### src/rtl/ql_dsp_cfg_pkg.sv
// ql_dsp_cfg_pkg: shared types and constants for the QL_DSP mode-word loader.
package ql_dsp_cfg_pkg;
  typedef enum logic [2:0] {HUNT, LOAD, CRC, COMMIT, RDBK} cfg_state_e;
  localparam int QL_DSP_MODE_W = 85;
  localparam logic [7:0] QL_DSP_CFG_SYNC = 8'hA5;
  localparam logic [7:0] QL_DSP_CFG_CRC_POLY = 8'h07;
  localparam int QL_DSP_COEF0_LO = 0;
  localparam int QL_DSP_COEF0_HI = 19;
  localparam int QL_DSP_COEF1_LO = 20;
  localparam int QL_DSP_COEF1_HI = 39;
  localparam int QL_DSP_COEF2_LO = 40;
  localparam int QL_DSP_COEF2_HI = 59;
  localparam int QL_DSP_COEF3_LO = 60;
  localparam int QL_DSP_COEF3_HI = 79;
  localparam int QL_DSP_OSEL_LO = 80;
  localparam int QL_DSP_OSEL_HI = 82;
  localparam int QL_DSP_REG_IN = 83;
  localparam int QL_DSP_F_MODE = 84;
endpackage

### src/rtl/ql_dsp_cfg_crc8.sv
// ql_dsp_cfg_crc8: bit-serial CRC-8 (poly 0x07, init 0) with clear and enable.
module ql_dsp_cfg_crc8
  import ql_dsp_cfg_pkg::*;
(
  input  logic       clock,
  input  logic       reset,
  input  logic       clear,
  input  logic       en,
  input  logic       bit_i,
  output logic [7:0] crc_o
);
  logic [7:0] crc_q, crc_d;
  logic fb;
  always_comb begin
    fb = crc_q[7] ^ bit_i;
    crc_d = clear ? 8'h00 : en ? ({crc_q[6:0], 1'b0} ^ (fb ? QL_DSP_CFG_CRC_POLY : 8'h00)) : crc_q;
  end
  always_ff @(posedge clock or posedge reset)
    if (reset) crc_q <= 8'h00;
    else crc_q <= crc_d;
  assign crc_o = crc_q;
endmodule

### src/rtl/ql_dsp_cfg_loader.sv
// ql_dsp_cfg_loader: serial sync/payload/CRC frame loader for the QL_DSP mode word.
// Serial readback of the committed word is built only with QL_DSP_CFG_READBACK_EN.
module ql_dsp_cfg_loader
  import ql_dsp_cfg_pkg::*;
#(
  parameter int MODE_W = QL_DSP_MODE_W,
  parameter logic [7:0] SYNC = QL_DSP_CFG_SYNC,
  parameter logic [0:MODE_W-1] MODE_RST = '0
) (
  input  logic              clock,
  input  logic              reset,
  input  logic              cfg_valid_i,
  input  logic              cfg_data_i,
  output logic              cfg_ready_o,
  input  logic              abort_i,
  output logic [0:MODE_W-1] mode_o,
  output logic              done_o,
  output logic              err_o,
  output logic              busy_o,
  input  logic              rb_req_i,
  output logic              rb_valid_o,
  output logic              rb_data_o
);
  localparam logic [6:0] LAST_K = 7'(MODE_W - 1);
  cfg_state_e state_q, state_d;
  logic [7:0] sr_q, sr_d, rx_q, rx_d, sr_nxt, rx_nxt, crc;
  logic [6:0] cnt_q, cnt_d;
  logic [0:MODE_W-1] shadow_q, shadow_d, mode_q, mode_d;
  logic done_q, done_d, err_q, err_d;
  logic xfer, sync_hit, load_end, crc_end, rb_start, rb_end, match;
  assign xfer = cfg_valid_i & cfg_ready_o & ~abort_i;
  assign sr_nxt = {sr_q[6:0], cfg_data_i};
  assign rx_nxt = {rx_q[6:0], cfg_data_i};
  assign sync_hit = xfer && state_q == HUNT && sr_nxt == SYNC;
  assign load_end = xfer && state_q == LOAD && cnt_q == LAST_K;
  assign crc_end = xfer && state_q == CRC && cnt_q == 7'd7;
  assign match = rx_nxt == crc;
`ifdef QL_DSP_CFG_READBACK_EN
  assign rb_start = state_q == HUNT && !cfg_valid_i && rb_req_i;
  assign rb_end = state_q == RDBK && cnt_q == LAST_K;
`else
  logic unused_rb;
  assign unused_rb = rb_req_i;
  assign rb_start = 1'b0;
  assign rb_end = 1'b0;
`endif
  ql_dsp_cfg_crc8 u_crc (
    .clock (clock),
    .reset (reset),
    .clear (sync_hit | abort_i),
    .en    (xfer && state_q == LOAD),
    .bit_i (cfg_data_i),
    .crc_o (crc)
  );
  always_ff @(posedge clock or posedge reset)
    if (reset) state_q <= HUNT;
    else state_q <= state_d;
  always_comb
    state_d = abort_i ? HUNT : sync_hit ? LOAD : load_end ? CRC : crc_end ? COMMIT :
              rb_start ? RDBK : (state_q == COMMIT || rb_end) ? HUNT : state_q;
  always_comb begin
    sr_d = (abort_i || sync_hit) ? 8'h00 : (xfer && state_q == HUNT) ? sr_nxt : sr_q;
    rx_d = (xfer && state_q == CRC) ? rx_nxt : rx_q;
    cnt_d = (abort_i || sync_hit || load_end || crc_end || rb_start || rb_end) ? 7'd0 :
            ((xfer && state_q inside {LOAD, CRC}) || state_q == RDBK) ? cnt_q + 7'd1 : cnt_q;
    shadow_d = shadow_q;
    if (xfer && state_q == LOAD) shadow_d[cnt_q] = cfg_data_i;
    mode_d = (crc_end && match) ? shadow_q : mode_q;
    done_d = crc_end && match;
    err_d = crc_end && !match;
  end
  always_ff @(posedge clock or posedge reset)
    if (reset) begin
      sr_q <= 8'h00;
      rx_q <= 8'h00;
      cnt_q <= 7'd0;
      shadow_q <= '0;
      mode_q <= MODE_RST;
      done_q <= 1'b0;
      err_q <= 1'b0;
    end else begin
      sr_q <= sr_d;
      rx_q <= rx_d;
      cnt_q <= cnt_d;
      shadow_q <= shadow_d;
      mode_q <= mode_d;
      done_q <= done_d;
      err_q <= err_d;
    end
  always_comb begin
    cfg_ready_o = state_q inside {HUNT, LOAD, CRC};
    busy_o = state_q != HUNT;
    mode_o = mode_q;
    done_o = done_q;
    err_o = err_q;
`ifdef QL_DSP_CFG_READBACK_EN
    rb_valid_o = state_q == RDBK;
    rb_data_o = state_q == RDBK && mode_q[cnt_q];
`else
    rb_valid_o = 1'b0;
    rb_data_o = 1'b0;
`endif
  end
endmodule

### config.mk
export PLATFORM = sky130hd
export DESIGN_NAME = ql_dsp_cfg_loader
export DESIGN_NICKNAME = d
export VERILOG_FILES = /design/src/rtl/ql_dsp_cfg_pkg.sv /design/src/rtl/ql_dsp_cfg_crc8.sv /design/src/rtl/ql_dsp_cfg_loader.sv
export SDC_FILE = /design/constraint.sdc
export NUM_CORES = 1
export LEC_CHECK = 0
export CORE_AREA = 3 3 151 124
export CTS_BUF_LIST = sky130_fd_sc_hd__clkbuf_2 sky130_fd_sc_hd__clkbuf_4 sky130_fd_sc_hd__clkbuf_8
export CTS_CLUSTER_DIAMETER = 150
export CTS_CLUSTER_SIZE = 40
export DETAILED_ROUTE_END_ITERATION = 6
export DIE_AREA = 0 0 154 127
export DONT_BUFFER_PORTS = 1
export SLEW_MARGIN = 20
export SYNTH_ARGS = -nofsm -noshare
export SYNTH_HDL_FRONTEND = slang
export SYNTH_HIERARCHICAL = 1
export SYNTH_SLANG_ARGS = --single-unit
### constraint.sdc
create_clock -name clock -period 9.67 [get_ports clock]
set_clock_uncertainty 0.2 [all_clocks]
set_input_delay 1.4505 -clock clock [delete_from_list [all_inputs] [get_ports clock]]
set_output_delay 1.4505 -clock clock [all_outputs]
set_load 0.01 [all_outputs]
-- Word level (Yosys, flattened, before mapping)
Cells that the tools add are included.
- add/sub/neg operators: 1
- multiply operators: 0
- div/mod/pow operators: 0
- $lt $le $gt $ge: 2
- equality and inequality tests: 8
- shift-type cells: 0
- multiplexer cells: 15
- bitwise gates (word level): 7
- reduce and logical (&&, ||, !) cells: 23
- operators with widths (kind ; count):
    85-bit bitwise mux ; 1
    7-bit 2-to-1 mux ; 4
    3-bit 2-to-1 mux ; 6
    8-bit 2-to-1 mux ; 2
    1-bit logical AND ; 10
    8-bit == test ; 1
    8-bit == test (second input constant) ; 1
    8-bit >= comparator (second input constant) ; 1
    8-bit by 1-bit less-than comparator with 1-bit output (second input constant) ; 1
    7-bit inverter with 8-bit output ; 1
    2-bit nonzero test ; 4
    8-bit bitwise XOR ; 1
    7-bit by 1-bit adder with 7-bit output (second input constant) ; 1
    1-bit demux with 7-bit select ; 1
    7-bit by 3-bit == test with 1-bit output (second input constant) ; 1
    7-bit == test (second input constant) ; 1
    3-bit by 2-bit == test with 1-bit output (second input constant) ; 2
    3-bit nonzero test ; 2
    5-bit nonzero test ; 1
    1-bit logical OR ; 4
    3-bit by 1-bit == test with 1-bit output (second input constant) ; 1
    3-bit == test (second input constant) ; 1
    3-bit logical NOT ; 1
    1-bit AND ; 2
    5 further kinds ; 5
- bits in registers: 204
- latch bits: 0
- RAM bits: 0
- bits in read-only memories: 0
- input port bits: 6
- output and inout port bits: 91
- logic and storage cells: 65
- memories: 0

-- Longest topological paths before layout
- depth after elaboration: 10
- gate-level depth with buffers: 9
- depth with buffers taken out: 7

-- Modules after synthesis
The synthesis kept the hierarchy.
- by module, submodules not included (module ; times used ; cells each ; area an instance (µm²) ; seq. area each (µm²)):
    ql_dsp_cfg_loader ; 1 ; 622 ; 8191.6 ; 4879.7
    ql_dsp_cfg_crc8 ; 1 ; 33 ; 376.6 ; 200.2

-- Worst setup path after synthesis
No wires, ideal clock.
- path kind: input to register
- start: input port cfg_data_i
- end: register mode_q, in the netlist mode_o[0]
- library setup time: 0.127 ns
- data arrival time: 2.873 ns
- required time: 9.343 ns
- path slack: 6.470 ns
- cell stages on the path: 7
- path buffers: 3
- path through: clkbuf_1 xnor2_1 nand4_1 nor3_2 buf_4 buf_6 mux2_1
- longest elaborated chain between the ends: 2
- ends and longest elaborated chain (item ; line ; RTL):
    start, declared ; ql_dsp_cfg_loader.sv:13 ; input logic cfg_data_i,
    8-bit == test ; ql_dsp_cfg_loader.sv:37 ; assign match = rx_nxt == crc;
    1-bit logical AND ; ql_dsp_cfg_loader.sv:68 ; mode_d = (crc_end && match) ? shadow_q : mode_q;
    end signal, assigned ; ql_dsp_cfg_loader.sv:86 ; mode_q <= mode_d;
    end, declared ; ql_dsp_cfg_loader.sv:28 ; logic [0:MODE_W-1] shadow_q, shadow_d, mode_q, mode_d;
No other way between the ends.
A chain may end at the register's enable or synchronous reset.

-- Worst setup path in the final report
- start: input port abort_i
- end: register shadow_q[36] (netlist name)
- longest elaborated chain between the ends: 3
- ends and longest elaborated chain (item ; line ; RTL):
    start, declared ; ql_dsp_cfg_loader.sv:15 ; input logic abort_i,
    1-bit inverter ; ql_dsp_cfg_loader.sv:31 ; assign xfer = cfg_valid_i & cfg_ready_o & ~abort_i;
    1-bit AND ; ql_dsp_cfg_loader.sv:31 ;
    1-bit logical AND ; ql_dsp_cfg_loader.sv:67 ; if (xfer && state_q == LOAD) shadow_d[cnt_q] = cfg_data_i;
    end signal, assigned ; ql_dsp_cfg_loader.sv:85 ; shadow_q <= shadow_d;
    end, declared ; ql_dsp_cfg_loader.sv:28 ;
No other way between the ends.

==> results.tsv <==
metric	value	unit
insertion_delay	0.52	ns
cts_max_path_buffers	3	
setup_viol	0	
reg2reg_slack	6.37	ns
n_antenna_cell	0	
slew_viol_final	0	
fin_nets	645	
dieArea	0.0196	mm^2
yosys.area.top_type_share	59.3	%
cp_data_arrival_time	3.64	ns
grt_max_degree	130	
worstHoldPathType	reg -> reg	
ant_nets	0	
period_minus_slack	3.41	ns
synth_area_leaders	dfrtp_1 59%, mux2_2 17%, mux2_1 6.6%	
cellLeakagePower	0.00432	uW
grt_pass1_vias	4891	
synth_cells	655	
timing_worst_slew_pin_value	0.988	ns
synth.yosys.seq_area_share	59.3	%
ir_worst_vdd	0.0000885	V
hp-start	shadow_q[45]	
status	completed	
initial_core_util	49.6	%
dp_cells	847	
post_cts_resized	0	
power_density	137	mW/mm^2
clkTransAtPathRegs	0.20	ns
worst_path_max_delay_cell	nand4_1	
rsz0062_at_grt	no	
drt-wirelength-per-cell	19.3	um
relSlewSlack	33.7	%
startpoint	abort_i	
synth_cell_types	41	
drive_gt1_share	23.7	%
vias	4720	
cp_data_required_time	9.90	ns
avgSynthCellArea	13.1	um^2
ctsRootBufferMaster	clkbuf_8	
antenna_found_initial	0	
drv_cap	0	
grt_pass1_wl	27000	um
viasPerCell	5.51	
die_w	154	um
fp-row-count	43	
endpoint_kind	flip-flop	
fmax	293	MHz
r2r_end	shadow_q[36]	
pin_count	97	
ff2ff_path_depth	6	
cp.depth	5	
final_common_cell	dfrtp_1	
die_h	127	um
r2r-start	state_q[1]	
grt.total_usage	16.8	%
firstDrtPassIters	4	
drt_iter0_markers	215	
gp_congestion	0.732	
max_stage_delay	0.68	ns
path_buf_inv	1	
hold_viol	0	
dp_hpwl	11100	um
synthesis.area	0.00857	mm^2
post-route-period-util	35.3	%
cp_cell_sequence	nand4bb_1, inv_1, nand4_1, nor2_1, mux2_2	
cts_buffers	9	
stdcell_count	857	
layout_common_cells	203 x dfrtp_1, 127 x mux2_2, 67 x nor2_1	
portBuffers	0	
path_class	in -> reg	
routed_wirelength	16600	um
endpoint	shadow_q[36]	
core_area	0.0173	mm^2
synth_warnings	6	
h-tree-depth	1	
drc	0	
area_growth	3.46	%
cts_setup_buffers	0	
synth_top_cell_by_area	dfrtp_1	
tns	0	ns
ys_ff_latch	203	
critPathLaunchType	input pin	
numClockSinks	203	
path_delay_family	simple AND/OR/NAND/NOR gates	
path_max_fanout	15	
gr-total-overflow	0	
ctsHoldBuffers	0	
cts_tree	built	
flip-flops by register name, summed over array words and instances (netlist names):
name / count
mode_o: 85
shadow_q: 85
u_crc/crc_o: 8
cnt_q: 7
rx_q: 7
sr_q: 7
state_q: 2
done_o: 1
err_o: 1
metrics by stage:
step           worst slack (ns)  total power (uW)  hold WS, ns  util (%)  instance area [um^2]
2_1_floorplan              2.71               890        0.259         -                  8570
3_3_place_gp               5.71               890        0.268      50.4                  8700
3_5_place_dp               5.71               891        0.277      50.4                  8700
4_1_cts                    6.28              1230        0.322      51.3                  8860
5_1_grt                    6.13              1260        0.338      51.3                  8860
6_report                   6.26              1210        0.315      51.3                  8860
worst min path at each step:
stage	endpoint	slack, ns	depth (start not counted)
6_report	mode_o[45]	0.32	1
5_1_grt	mode_o[40]	0.34	1
4_1_cts	mode_o[45]	0.32	1
3_5_place_dp	mode_o[45]	0.28	1
3_3_place_gp	mode_o[19]	0.27	1
2_1_floorplan	mode_o[11]	0.26	1
logic make-up after synthesis:
logic type,Yosys count,synth area share (%)
DFF,203,59.3
adders and majority gates,6,0.876
and+or+nand+nor,185,10.4
AOI/OAI and AO/OA,13,1.04
muxes,182,23.8
other,1,0.0438
xor gates and xnor gates,16,1.64
buffers and inverters,49,2.92
synth_stat cells:
master / count
inv_1: 9
nor2b_1: 4
o211ai_1: 1
nand2_1: 60
nand4_1: 9
ha_1: 6
nor2_1: 67
dfrtp_1: 203
a21boi_1: 1
xnor2_1: 10
a211oi_1: 1
or4_1: 3
nand4bb_1: 1
nand3_1: 6
nand3b_1: 1
clkbuf_1: 22
nor4_4: 1
nor3_2: 2
or2b_1: 1
buf_6: 6
inv_2: 1
and4_1: 1
conb_1: 1
a22o_1: 3
buf_4: 3
o311ai_1: 1
mux2_2: 127
buf_2: 8
nand4b_1: 2
nor3_1: 7
and3_1: 3
xor2_1: 6
a31oi_1: 1
o21ai_0: 4
mux2_1: 50
mux2i_1: 5
nor4bb_1: 6
nor4_1: 1
nand2b_1: 9
a21oi_1: 1
or3_1: 1
power by group:
part           leakage (uW)  switching (uW)  internal (uW)
clock             0.0000761             246           91.8
sequential          0.00284           0.854            851
combinational       0.00141            19.3           3.72
total               0.00432             266            947
metal layers:
layer	GRT usage [%]	routed length (um)	share of wire, %	up-vias
met5	0	0	0	-
met4	2.75	217	1.3	0
met3	4.10	1020	6.2	13
met2	26.0	7320	44	94
met1	24.8	7990	48	2445
li1	-	-	-	2168
layout make-up:
class	count	area, um^2
sequential	203	5080
fill	1493	8410
clock buffer	9	124
multi-input combinational	404	3270
inverter	10	45.0
tap	225	282
clock inverter	1	30.0
timing repair buffer	5	37.5
(Power assumes the default switching activity.)
